--- config.mk ---
export PLATFORM = sky130hd
export DESIGN_NAME = adc_serial_responder
export DESIGN_NICKNAME = d
export VERILOG_FILES = /design/src/rtl/adc_serial_responder.sv
export SDC_FILE = /design/constraint.sdc
export NUM_CORES = 1
export LEC_CHECK = 0
export CAP_MARGIN = 20
export CELL_PAD_IN_SITES_DETAIL_PLACEMENT = 0
export CELL_PAD_IN_SITES_GLOBAL_PLACEMENT = 1
export CORE_ASPECT_RATIO = 1.25
export CORE_UTILIZATION = 40
export CTS_CLUSTER_DIAMETER = 40
export CTS_CLUSTER_SIZE = 40
export DETAILED_ROUTE_END_ITERATION = 8
export PLACE_DENSITY_LB_ADDON = 0.25
export REMOVE_ABC_BUFFERS = 1
export SKIP_CTS_REPAIR_TIMING = 1
export SYNTH_ARGS = -nofsm -noshare
export SYNTH_HDL_FRONTEND = slang
export SYNTH_SLANG_ARGS = --single-unit
--- constraint.sdc ---
create_clock -name Clock -period 2 [get_ports Clock]
set_clock_uncertainty 0.15 [all_clocks]
set_input_delay 0.4 -clock Clock [delete_from_list [all_inputs] [get_ports Clock]]
set_output_delay 0.4 -clock Clock [all_outputs]
set_load 0.01 [all_outputs]
--- src/rtl/adc_serial_responder.sv ---
// adc_serial_responder: dual-channel serial ADC model (convert, shift out, capture config); ADC_RESP_DITHER_EN adds LFSR dither on sample LSBs.
module adc_serial_responder #(
    parameter int DATA_W      = 12,
    parameter int CONV_CYCLES = 100,
    parameter int CFG_W       = 6
) (
    input  logic              Clock,
    input  logic              Reset_n,
    input  logic              ADC_CNVST,
    input  logic              ADC_CS_N,
    input  logic              ADC_SCLK,
    input  logic              ADC_SD,
    input  logic              ADC_UB,
    input  logic              ADC_SEL,
    input  logic [DATA_W-1:0] sample0,
    input  logic [DATA_W-1:0] sample1,
    output logic [1:0]        ADC_OUT,
    output logic              busy,
    output logic [CFG_W-1:0]  cfg_word,
    output logic              cfg_valid,
    output logic              proto_err
);
    localparam int CW = $clog2(CONV_CYCLES);
    localparam int FW = $clog2(DATA_W + 1);
    localparam int GW = $clog2(CFG_W + 1);
    typedef enum logic [1:0] {IDLE, CONVERT, READY, SHIFT} state_t;
    state_t            state_q, state_d;
    logic [2:0]        cnv_q, cnv_d, cs_q, cs_d, sclk_q, sclk_d;
    logic [1:0]        sd_q, sd_d;
    logic [CW-1:0]     conv_cnt_q, conv_cnt_d;
    logic [DATA_W-1:0] hold0_q, hold0_d, hold1_q, hold1_d, sh0_q, sh0_d, sh1_q, sh1_d;
    logic [DATA_W-1:0] fmt0, fmt1, dith;
    logic [FW-1:0]     falls_q, falls_d;
    logic [GW-1:0]     cfg_cnt_q, cfg_cnt_d;
    logic [CFG_W-1:0]  cfg_sr_q, cfg_sr_d, cfg_word_q, cfg_word_d;
    logic              cfg_hit_q, cfg_hit_d, cfg_valid_q, cfg_valid_d, proto_err_q, proto_err_d;
    logic [1:0]        out_q, out_d;
    logic              cnv_rise, cs_fall, cs_rise, sclk_rise, sclk_fall;
    logic              start, load, in_shift, full;
`ifdef ADC_RESP_DITHER_EN
    logic [7:0]        lfsr_q, lfsr_d;
`endif
    always_ff @(posedge Clock or negedge Reset_n) begin
        if (!Reset_n) begin
            state_q     <= IDLE;
            cnv_q       <= '0;
            cs_q        <= '1;
            sclk_q      <= '0;
            sd_q        <= '0;
            conv_cnt_q  <= '0;
            hold0_q     <= '0;
            hold1_q     <= '0;
            sh0_q       <= '0;
            sh1_q       <= '0;
            falls_q     <= '0;
            cfg_cnt_q   <= '0;
            cfg_sr_q    <= '0;
            cfg_word_q  <= '0;
            cfg_hit_q   <= 1'b0;
            cfg_valid_q <= 1'b0;
            proto_err_q <= 1'b0;
            out_q       <= 2'b00;
`ifdef ADC_RESP_DITHER_EN
            lfsr_q      <= 8'hA5;
`endif
        end else begin
            state_q     <= state_d;
            cnv_q       <= cnv_d;
            cs_q        <= cs_d;
            sclk_q      <= sclk_d;
            sd_q        <= sd_d;
            conv_cnt_q  <= conv_cnt_d;
            hold0_q     <= hold0_d;
            hold1_q     <= hold1_d;
            sh0_q       <= sh0_d;
            sh1_q       <= sh1_d;
            falls_q     <= falls_d;
            cfg_cnt_q   <= cfg_cnt_d;
            cfg_sr_q    <= cfg_sr_d;
            cfg_word_q  <= cfg_word_d;
            cfg_hit_q   <= cfg_hit_d;
            cfg_valid_q <= cfg_valid_d;
            proto_err_q <= proto_err_d;
            out_q       <= out_d;
`ifdef ADC_RESP_DITHER_EN
            lfsr_q      <= lfsr_d;
`endif
        end
    end
    always_comb begin
        state_d = state_q;
        case (state_q)
            IDLE:    state_d = cnv_rise ? CONVERT : IDLE;
            CONVERT: state_d = (conv_cnt_q == '0) ? READY : CONVERT;
            READY:   state_d = cnv_rise ? CONVERT : cs_fall ? SHIFT : READY;
            SHIFT:   state_d = cs_rise ? IDLE : SHIFT;
            default: state_d = IDLE;
        endcase
    end
    always_comb begin
        cnv_d     = {cnv_q[1:0], ADC_CNVST};
        cs_d      = {cs_q[1:0], ADC_CS_N};
        sclk_d    = {sclk_q[1:0], ADC_SCLK};
        sd_d      = {sd_q[0], ADC_SD};
        cnv_rise  = cnv_q[1] & ~cnv_q[2];
        cs_fall   = ~cs_q[1] & cs_q[2];
        cs_rise   = cs_q[1] & ~cs_q[2];
        sclk_rise = sclk_q[1] & ~sclk_q[2];
        sclk_fall = ~sclk_q[1] & sclk_q[2];
        start     = cnv_rise & (state_q == IDLE || state_q == READY);
        load      = cs_fall & ~cnv_rise & (state_q == READY);
        in_shift  = (state_q == SHIFT) & ~cs_rise;
        full      = falls_q == FW'(DATA_W);
`ifdef ADC_RESP_DITHER_EN
        dith      = {{(DATA_W-2){1'b0}}, lfsr_q[1:0]};
        lfsr_d    = start ? {lfsr_q[6:0], lfsr_q[7] ^ lfsr_q[5] ^ lfsr_q[4] ^ lfsr_q[3]} : lfsr_q;
`else
        dith      = '0;
`endif
        hold0_d    = start ? sample0 ^ dith : hold0_q;
        hold1_d    = start ? sample1 ^ dith : hold1_q;
        conv_cnt_d = start ? CW'(CONV_CYCLES - 1) :
                     (state_q == CONVERT && conv_cnt_q != '0) ? conv_cnt_q - CW'(1) : conv_cnt_q;
        // bipolar output is offset binary with the MSB flipped into two's complement
        fmt0       = hold0_q ^ {~ADC_UB, {(DATA_W-1){1'b0}}};
        fmt1       = hold1_q ^ {~ADC_UB, {(DATA_W-1){1'b0}}};
        sh0_d      = load ? (ADC_SEL ? fmt1 : fmt0) :
                     (in_shift & sclk_fall) ? {sh0_q[DATA_W-2:0], 1'b0} : sh0_q;
        sh1_d      = load ? (ADC_SEL ? fmt0 : fmt1) :
                     (in_shift & sclk_fall) ? {sh1_q[DATA_W-2:0], 1'b0} : sh1_q;
        falls_d    = load ? '0 : (in_shift & sclk_fall & ~full) ? falls_q + FW'(1) : falls_q;
        cfg_sr_d   = (in_shift & sclk_rise) ? {cfg_sr_q[CFG_W-2:0], sd_q[1]} : cfg_sr_q;
        cfg_cnt_d  = load ? '0 :
                     (in_shift & sclk_rise & cfg_cnt_q != GW'(CFG_W)) ? cfg_cnt_q + GW'(1) : cfg_cnt_q;
        cfg_hit_d  = in_shift & sclk_rise & (cfg_cnt_q == GW'(CFG_W - 1));
        cfg_valid_d = cfg_hit_q;
        cfg_word_d  = cfg_hit_q ? cfg_sr_q : cfg_word_q;
        proto_err_d = proto_err_q | (cnv_rise & state_q == CONVERT) | (cs_rise & state_q == SHIFT & ~full);
        out_d       = in_shift ? {sh1_q[DATA_W-1], sh0_q[DATA_W-1]} : 2'b00;
    end
    always_comb begin
        busy      = state_q == CONVERT;
        ADC_OUT   = out_q;
        cfg_word  = cfg_word_q;
        cfg_valid = cfg_valid_q;
        proto_err = proto_err_q;
    end
endmodule

==> flow_summary.json <==
{
  "insertion_delay_ps": 340,
  "ys_top_cells_by_area": "dfrtp_1, nand2_1, mux2i_1",
  "drive_gt1_share_pct": 16.5,
  "cts_buffers": 9,
  "cp-start-kind": "flop",
  "start_util_pct": 41.2,
  "final_antenna_net_count": 0,
  "antenna_found_initial": 0,
  "clkTransAtPathRegs_ps": 70,
  "die_area_mm2": 0.0103,
  "critPathArrivalTime_ps": 1940,
  "vias_per_cell": 5.05,
  "async_flop_share_pct": 100,
  "synthAdderAreaFrac_pct": 2.20,
  "fmax_ghz": 0.537,
  "portBuffers": 42,
  "synth_seq_area_share_pct": 58.0,
  "wire_per_inst_um": 14.1,
  "ir_worst_vdd_uv": 474,
  "cts_tree": "done",
  "yosys.area.top_type_share_pct": 56.0,
  "die_w_um": 91.2,
  "pin_count": 43,
  "synth.most_common_cell": "nand2_1",
  "diodes": 0,
  "synth.largest_area_cell": "dfrtp_1",
  "synth-simple-area-share_pct": 16.8,
  "drt_iter0_drc": 85,
  "fillerInstances": 841,
  "fin_crit_sh_pct": 93.2,
  "htreeDepth": 3,
  "nNetsFinal": 458,
  "finalPower_mw": 5.41,
  "power_density_mw_per_mm2": 1080,
  "dr.pass1.iters": 4,
  "synth-seq-cells": 92,
  "clockBufferDepth": 2,
  "cp.required_ps": 2080,
  "vias": 2779,
  "netlist_area_mm2": 0.00398,
  "synthFlopType": "dfrtp_1",
  "synth-edff-count": 0,
  "grt_pass1_wl_um": 13300,
  "setup_viol": 0,
  "seq_area_mm2": 0.00231,
  "synthMuxAreaShare_pct": 10.2,
  "power.leakage_nw": 2.38,
  "grt_max_degree": 37,
  "worst_pin_slew_ps": 504,
  "synth_warnings": 0,
  "synth_top_family_by_area": "simple AND/OR/NAND/NOR gates",
  "end_kind": "flop",
  "track_usage_pct": 16.4,
  "place_congestion": 0.735,
  "synthCells": 360,
  "synth_compound_gate_area_share_pct": 9.35,
  "avgSynthCellArea_um2": 11.0,
  "hpwl_um": 5280,
  "maxCapViolations": 0,
  "ys_types": 38,
  "slew_violations": 0,
  "timing.hold.ws_ps": 203,
  "grt-ovfl-total": 0,
  "finalNonFillerCells": 550,
  "rsz0062_at_grt": "false",
  "die_height_um": 113,
  "dpl.cell_count": 528,
  "grt_pass1_vias": 2763,
  "slew-limit-headroom_pct": 66.4,
  "synth_commonest_cells": "nand2_1, dfrtp_1, mux2i_1",
  "cts_sinks": 92,
  "totalWireLength_um": 7770,
  "core.rowCount": 40,
  "core_area_mm2": 0.00966,
  "path_class": "reg2reg",
  "hold_class": "reg2reg",
  "crit_fanout": 12,
  "hold_viol_final": 0,
  "route.detailed.drc": 0,
  "area_growth_pct": 25.7,
  "status": "finished, final reports clean",
  "synth_xor_area_share_pct": 0.881,
  "cts-root-buf": "clkbuf_16",
  "finalCriticalPeriod_ps": 1860,
  "multi_input_area_mm2": 0.00157
}
==> registers in the layout (all words and copies together), names as in the netlist <==
| signal | cells |
|---|---|
| sh0_q | 12 |
| cfg_sr_q | 6 |
| ADC_OUT | 2 |
| hold0_q | 12 |
| cs_q | 3 |
| sd_q | 2 |
| state_q | 2 |
| falls_q | 4 |
| cfg_hit_q | 1 |
| sh1_q | 12 |
| proto_err | 1 |
| cfg_word | 6 |
| conv_cnt_q | 7 |
| cfg_valid | 1 |
| hold1_q | 12 |
| sclk_q | 3 |
| cfg_cnt_q | 3 |
| cnv_q | 3 |
==> stage by stage <==
| stage | setup WS, ps | area [um2] | utilization, % | TNS [ps] |
|---|---|---|---|---|
| floorplan | 89.4 | 3900 | - | 0 |
| global placement | 31.4 | 4640 | 48.1 | 0 |
| detailed placement | 10.2 | 4640 | 48.1 | 0 |
| CTS | -151 | 4940 | 51.2 | -151 |
| global route | 81.2 | 5000 | 51.8 | 0 |
| finish | 136 | 5000 | 51.8 | 0 |
==> worst max-delay path: stages (launching register included) <==
cell,delay [ps]
dfstp_2,560
nand2b_1,200
and3_1,270
nor2_1,70
buf_4,180
a221o_1,310
==> cells by family (layout without fill, tap and decap cells) <==
group           after synthesis  in the layout
buf+inv                      25             89
mux                          39             39
xor+xnor                      4              4
compound gates               43             43
fa+ha+maj                     7              7
simple gates                150            150
flops                        92             92
==> layout by cell type (no fill, tap or decap), types with 4 or more instances in the layout <==
| cell type | instances |
|---|---|
| a221o_1 | 11 |
| clkbuf_16 | 9 |
| o211ai_1 | 5 |
| buf_4 | 20 |
| and3_1 | 5 |
| clkdlybuf4s50_1 | 40 |
| a21oi_1 | 4 |
| mux2_2 | 12 |
| nand2_1 | 99 |
| mux2i_1 | 27 |
| inv_1 | 8 |
| nand3_1 | 8 |
| nand2b_1 | 4 |
| nor2b_1 | 4 |
| ha_1 | 7 |
| dfrtp_1 | 87 |
| nor2_1 | 17 |
| o221a_2 | 11 |
==> path summary, 6_finish.rpt <==
kind                          start  slack (ps)  cells after the start       endpoint
hold reg to reg            cnv_q[0]         200                      0       cnv_q[1]
setup reg to reg            cs_q[2]         140                      5       sh0_q[5]
setup / recovery            cs_q[2]         140                      5       sh0_q[5]
max in group asynchronous   Reset_n         750                      3     hold0_q[4]
hold / removal             cnv_q[0]         200                      0       cnv_q[1]
min in group asynchronous   Reset_n         410                      2  conv_cnt_q[0]
==> cell type report <==
type / count / share of cell area (%)
Sequential cell: 92 / 46.2
Multi-Input combinational cell: 243 / 31.4
Timing Repair Buffer: 65 / 12.7
Clock buffer: 9 / 4.50
Tap cell: 126 / 3.15
Clock inverter: 7 / 1.50
Inverter: 8 / 0.601
==> power by group <==
part / internal, mW / leakage [nW] / switching (mW) / total [mW]
Sequential: 2.31 / 1.18 / 0.351 / 2.66
Combinational: 0.546 / 1.06 / 0.489 / 1.04
Clock: 0.975 / 0.138 / 0.746 / 1.72
Total: 3.83 / 2.38 / 1.59 / 5.41
==> per-layer routing <==
layer / track usage [%] / part of all wire [%]
met1: 21.0 / 47
met2: 26.9 / 49
met3: 3.07 / 2.4
met4: 8.25 / 2.0
met5: 0 / 0
(Power assumes the default switching activity.)
==> patch 1, RTL diff (config.mk and constraints unchanged) <==
Add a define of `ADC_RESP_DITHER_EN`.
--- a/src/rtl/adc_serial_responder.sv
+++ b/src/rtl/adc_serial_responder.sv
@@ -1,4 +1,6 @@
 // adc_serial_responder: dual-channel serial ADC model (convert, shift out, capture config); ADC_RESP_DITHER_EN adds LFSR dither on sample LSBs.
+`define ADC_RESP_DITHER_EN
+
 module adc_serial_responder #(
     parameter int DATA_W      = 12,
     parameter int CONV_CYCLES = 100,
Check against the original RTL: no difference found for any inputs over 10 cycles, from zero or initial values and one cycle with Reset_n low; that may be too few to reach the edited logic, so the function may still have changed.
==> patch 1 against the unedited design <==
- worst hold slack worse by 0.0049 ns
- sequential cell count up 8
- die area increased by 10%
- total power grew 9.7%
- final cell count is 11% higher
- area after synthesis rose by 11%
- final area increased by 8.5%
- worst setup slack better by 0.041 ns
- non-clock buffer count fell by 6
- critical endpoint is now conv_cnt_q[6]$_DFFE_PN0P_
- critical path depth down 2
- critical path type unchanged
- wire length grew 7.7%
==> patch 1: results (changes against the unedited design) <==
[sta]
relSlewSlack_pct = 68.6  ; +2.2 points
layout_min_cycle_time_ns = 1.82  ; -0.0408 ns

[layout]
fill_cells = 1007  ; +20%
final_net_count = 510  ; +11%
drive_gt1_share_pct = 12.0  ; -4.5 points
stdcell_area_sq_um = 5430  ; +8.5%

[run_status]
outcome = complete, no violations

[synthesis]
yosys_warnings = 0  ; unchanged
synth_common_cells = nand2_1, dfrtp_1, mux2i_1
synth_area_leaders = dfrtp_1, nand2_1, mux2i_1, dfstp_2, o211ai_1
yosys.cell_types.count = 40  ; +5.3%
seq_area_frac_synth_pct = 57.1  ; -0.86 points
syn-mean-instance-area_sq_um = 10.4  ; -5.9%
synth_mux_area_share_pct = 9.45  ; -0.74 points
synth_xor_area_share_pct = 2.19  ; +1.3 points
synth-compound-area-share_pct = 7.34  ; -2.0 points
synth_adder_area_share_pct = 2.22  ; +0.018 points
async_reset_ff_share_pct = 100  ; unchanged

[detailed_routing]
wl_met2_um = 4280  ; +13%
wirelength_met1_um = 3740  ; +2.2%
first_iter_violations = 159  ; +87%
routedWlPerCell_um = 13.8  ; -2.6%
avgViaCountPerCell = 5.05  ; -0.13%
drt_wl_total_um = 8370  ; +7.7%
routed-wl-met3_um = 260  ; +41%
firstDrtPassIters = 4  ; unchanged

[power_and_ir_drop]
leakagePower_nw = 2.54  ; +6.6%
ir_drop_v = 0.000486  ; +2.6%

[placement]
dpl_cell_area_sq_um = 5070  ; +9.3%
dpl.cell_count = 589  ; +12%
routabilityCongestion = 0.741  ; +0.84%
dp_worst_setup_slack_ns = 0.102  ; +0.0922 ns
dpl.hpwl_um = 5630  ; +6.7%

[die]
core_area_sq_um = 10700  ; +10%

[setup_path]
cp-endpoint = conv_cnt_q[6]$_DFFE_PN0P_
crit_fanout = 6  ; -6
ff2ff_path_depth = 3  ; -2
crit_start = conv_cnt_q[2]$_DFFE_PN0P_
r2r_end = conv_cnt_q[6]$_DFFE_PN0P_

[clock_tree]
clk_latency_ns = 0.34  ; about the same
h-tree-depth = 3  ; unchanged

[grt]
grtUsageTotal_pct = 16.7  ; +0.30 points
grt_max_degree = 54  ; +46%
grt_pass1_vias = 3154  ; +14%
grt_pass1_wl_um = 14800  ; +11%

[hold_path]
worstHoldPathType = flip-flop to flip-flop

[patch 1: where the power goes]
part           total [W]  switching [W]  internal, W
combinational    0.00117       0.000574     0.000591
sequential       0.00294       0.000394      0.00254
clock            0.00184       0.000710      0.00113
total            0.00594        0.00168      0.00426
[patch 1: worst min path at each step]
stage / startpoint / endpoint / slack (ns) / depth (start not counted)
5_1_grt: cnv_q[0]$_DFF_PN0_ / cnv_q[1]$_DFF_PN0_ / 0.21 / 0
4_1_cts: Reset_n / cfg_word[3]$_DFFE_PN0P_ / -0.23 / 1
6_report: sd_q[0]$_DFF_PN0_ / sd_q[1]$_DFF_PN0_ / 0.20 / 0
3_5_place_dp: Reset_n / cfg_word[0]$_DFFE_PN0P_ / 0.13 / 1
2_1_floorplan: Reset_n / ADC_OUT[0]$_DFF_PN0_ / -0.05 / 0
3_3_place_gp: Reset_n / cfg_sr_q[0]$_DFFE_PN0P_ / 0.13 / 1
[patch 1: area by class of cell]
cell class / count / area share [%]
clock buffers: 12 / 4.54
clock inverters: 4 / 1.34
inverters: 10 / 0.692
multi-input cells: 291 / 32.5
flip-flops and latches: 100 / 46.3
well taps: 132 / 3.04
repair buffers: 59 / 11.5
[patch 1: kinds of logic after synthesis]
| kind of cell | after synthesis |
|---|---|
| multiplexers | 40 |
| AO/OA/AOI/OAI | 47 |
| AND/OR/NAND/NOR | 185 |
| adder cells (fa/ha/maj) | 8 |
| buffers and inverters | 32 |
| XOR/XNOR | 11 |
| flip-flops | 100 |
[patch 1: metal layers]
layer	vias to the layer above	GRT usage (%)
li1	1524	-
met1	1486	20.7
met2	51	28.6
met3	7	3.58
met4	0	5.60
met5	-	0
[patch 1: worst max-delay path: stages (launching register included)]
cell and delay (ns):
dfrtp_1 0.44, or4_4 0.58, or4_1 0.49, nand3_1 0.10
==> patch 2, RTL diff (same flow settings) <==
Without the edit above. Make the reset (`Reset_n`) synchronous in one clocked block.
--- a/src/rtl/adc_serial_responder.sv
+++ b/src/rtl/adc_serial_responder.sv
@@ -40,7 +40,7 @@
 `ifdef ADC_RESP_DITHER_EN
     logic [7:0]        lfsr_q, lfsr_d;
 `endif
-    always_ff @(posedge Clock or negedge Reset_n) begin
+    always_ff @(posedge Clock) begin
         if (!Reset_n) begin
             state_q     <= IDLE;
             cnv_q       <= '0;
Function: differs if Reset_n is asserted again (counterexample within 4 cycles, from zero or initial values and one cycle with Reset_n low); with Reset_n held inactive, the same outputs for 10 cycles.
==> patch 2 against the unedited design <==
- area after synthesis down 4.6%
- first-iteration DRC count down 20%
- die area down 4.5%
- final cell count up 8.2%
- sequential cell count unchanged
- final area down 5.7%
- wire length down 0.68%
- non-clock buffer count down 4
- core utilization down 0.36 points
- global-route usage up 0.71 points
- worst setup slack worse by 0.018 ns
Power is not compared: it rests on default switching activity, and its combinational part moved more than twofold at a synthesized area within 25%.
==> patch 2: results (changes against the unedited design) <==
[grt]
use_met2_pct = 29.1  ; +2.2 points
grt_pass1_wl_um = 13300  ; +0.16%
grtUsageTotal_pct = 17.2  ; +0.71 points
grt_use_met1_pct = 20.8  ; -0.21 points
grtUsageMet3_pct = 4.02  ; +0.95 points
grt_max_degree = 55  ; +49%

[sta]
relSlewSlack_pct = 70.1  ; +3.7 points

[layout]
final_net_count = 505  ; +10%
drive_gt1_share_pct = 13.8  ; -2.7 points
fill_cells = 890  ; +5.8%

[placement]
dpl.cell_count = 579  ; +9.7%
routabilityCongestion = 0.747  ; +1.7%
dpl.hpwl_um = 5110  ; -3.1%
dp_worst_setup_slack_ns = 0.0545  ; +0.0443 ns

[detailed_routing]
first_iter_violations = 68  ; -20%
vias = 3046  ; +9.6%
drt_wl_total_um = 7720  ; -0.68%

[setup_path]
cp.arrival_ns = 1.95
ff2ff_path_depth = 6  ; +1
crit_fanout = 4  ; -8

[synthesis]
synth_area_leaders = dfxtp_1, mux2_2, nand2_1, nor3_1, a21oi_1
synth-compound-area-share_pct = 11.5  ; +2.1 points
async_reset_ff_share_pct = 0  ; -100 points
synth_common_cells = dfxtp_1, nand2_1, nor3_1
seq_area_frac_synth_pct = 48.6  ; -9.4 points
syn_inst = 426  ; +18%
ys.flop_type = dfxtp_1
yosys.cell_types.count = 39  ; +2.6%
synth_adder_area_share_pct = 2.24  ; +0.041 points
synth_mux_area_share_pct = 10.5  ; +0.30 points

[run_status]
outcome = complete, no violations

[hold_path]
hold_path_depth = 1  ; +1

[power_and_ir_drop]
switching_share_pct = 22.4

## patch 2: cell types whose count changed after synthesis, moves of 17 or more
cell / unedited run / this run
dfxtp_1: 0 / 92
dfrtp_1: 89 / 0
o22ai_1: 1 / 18
nand2_1: 99 / 60
a21oi_1: 4 / 36
nor3_1: 2 / 43
## patch 2: final timing paths
| path | from | end | slack, ns |
|---|---|---|---|
| worst max register to register | falls_q[0]$_SDFFE_PP0P_ | falls_q[3]$_SDFFE_PP0P_ | 0.12 |
| worst min register to register | cs_q[0]$_SDFF_PN1_ | cs_q[1]$_SDFF_PN1_ | 0.26 |
| worst max-delay path | falls_q[0]$_SDFFE_PP0P_ | falls_q[3]$_SDFFE_PP0P_ | 0.12 |
| worst min-delay path | cs_q[0]$_SDFF_PN1_ | cs_q[1]$_SDFF_PN1_ | 0.26 |
## patch 2: worst max-delay path: stages (launching register included)
cell and delay [ns]:
dfxtp_1 0.40, inv_1 0.07, ha_1 0.20, and3_1 0.21
or4_1 0.43, o2111ai_1 0.21, o41ai_1 0.09
## patch 2: cell type report
cell class	count	share of cell area, %
well taps	123	3.26
clock inverters	6	1.35
multi-input cells	292	38.0
inverters	11	0.876
clock buffers	10	4.86
repair buffers	61	12.5
flip-flops and latches	92	39.2
## patch 2: per-stage QoR
step / cell area, sq um / setup TNS, ns
finish: 4720 / 0
floorplan: 3660 / -14.87
CTS: 4710 / -0.164
global placement: 4420 / 0
global route: 4720 / 0
detailed placement: 4420 / 0
## patch 2: layer usage
layer	up-vias	part of all wire (%)
met2	44	48
met4	0	1.6
li1	1566	-
met3	10	3.3
met5	-	0
met1	1426	47
## patch 2: cell families after synthesis
logic type | Yosys count
compound gates | 74
xor+xnor | 6
simple gates | 168
fa+ha+maj | 7
flops | 92
mux | 37
buf+inv | 42
## patch 2: power groups by stage
stage / clock, W / combinational, W / sequential [W]
4_1_cts: 0.00171 / 0.000285 / 0.00190
2_1_floorplan: 0 / 0.000139 / 0.00193
3_3_place_gp: 0 / 0.000279 / 0.00194
3_5_place_dp: 0 / 0.000283 / 0.00194
6_report: 0.00167 / 0.000281 / 0.00190
5_1_grt: 0.00179 / 0.000315 / 0.00191
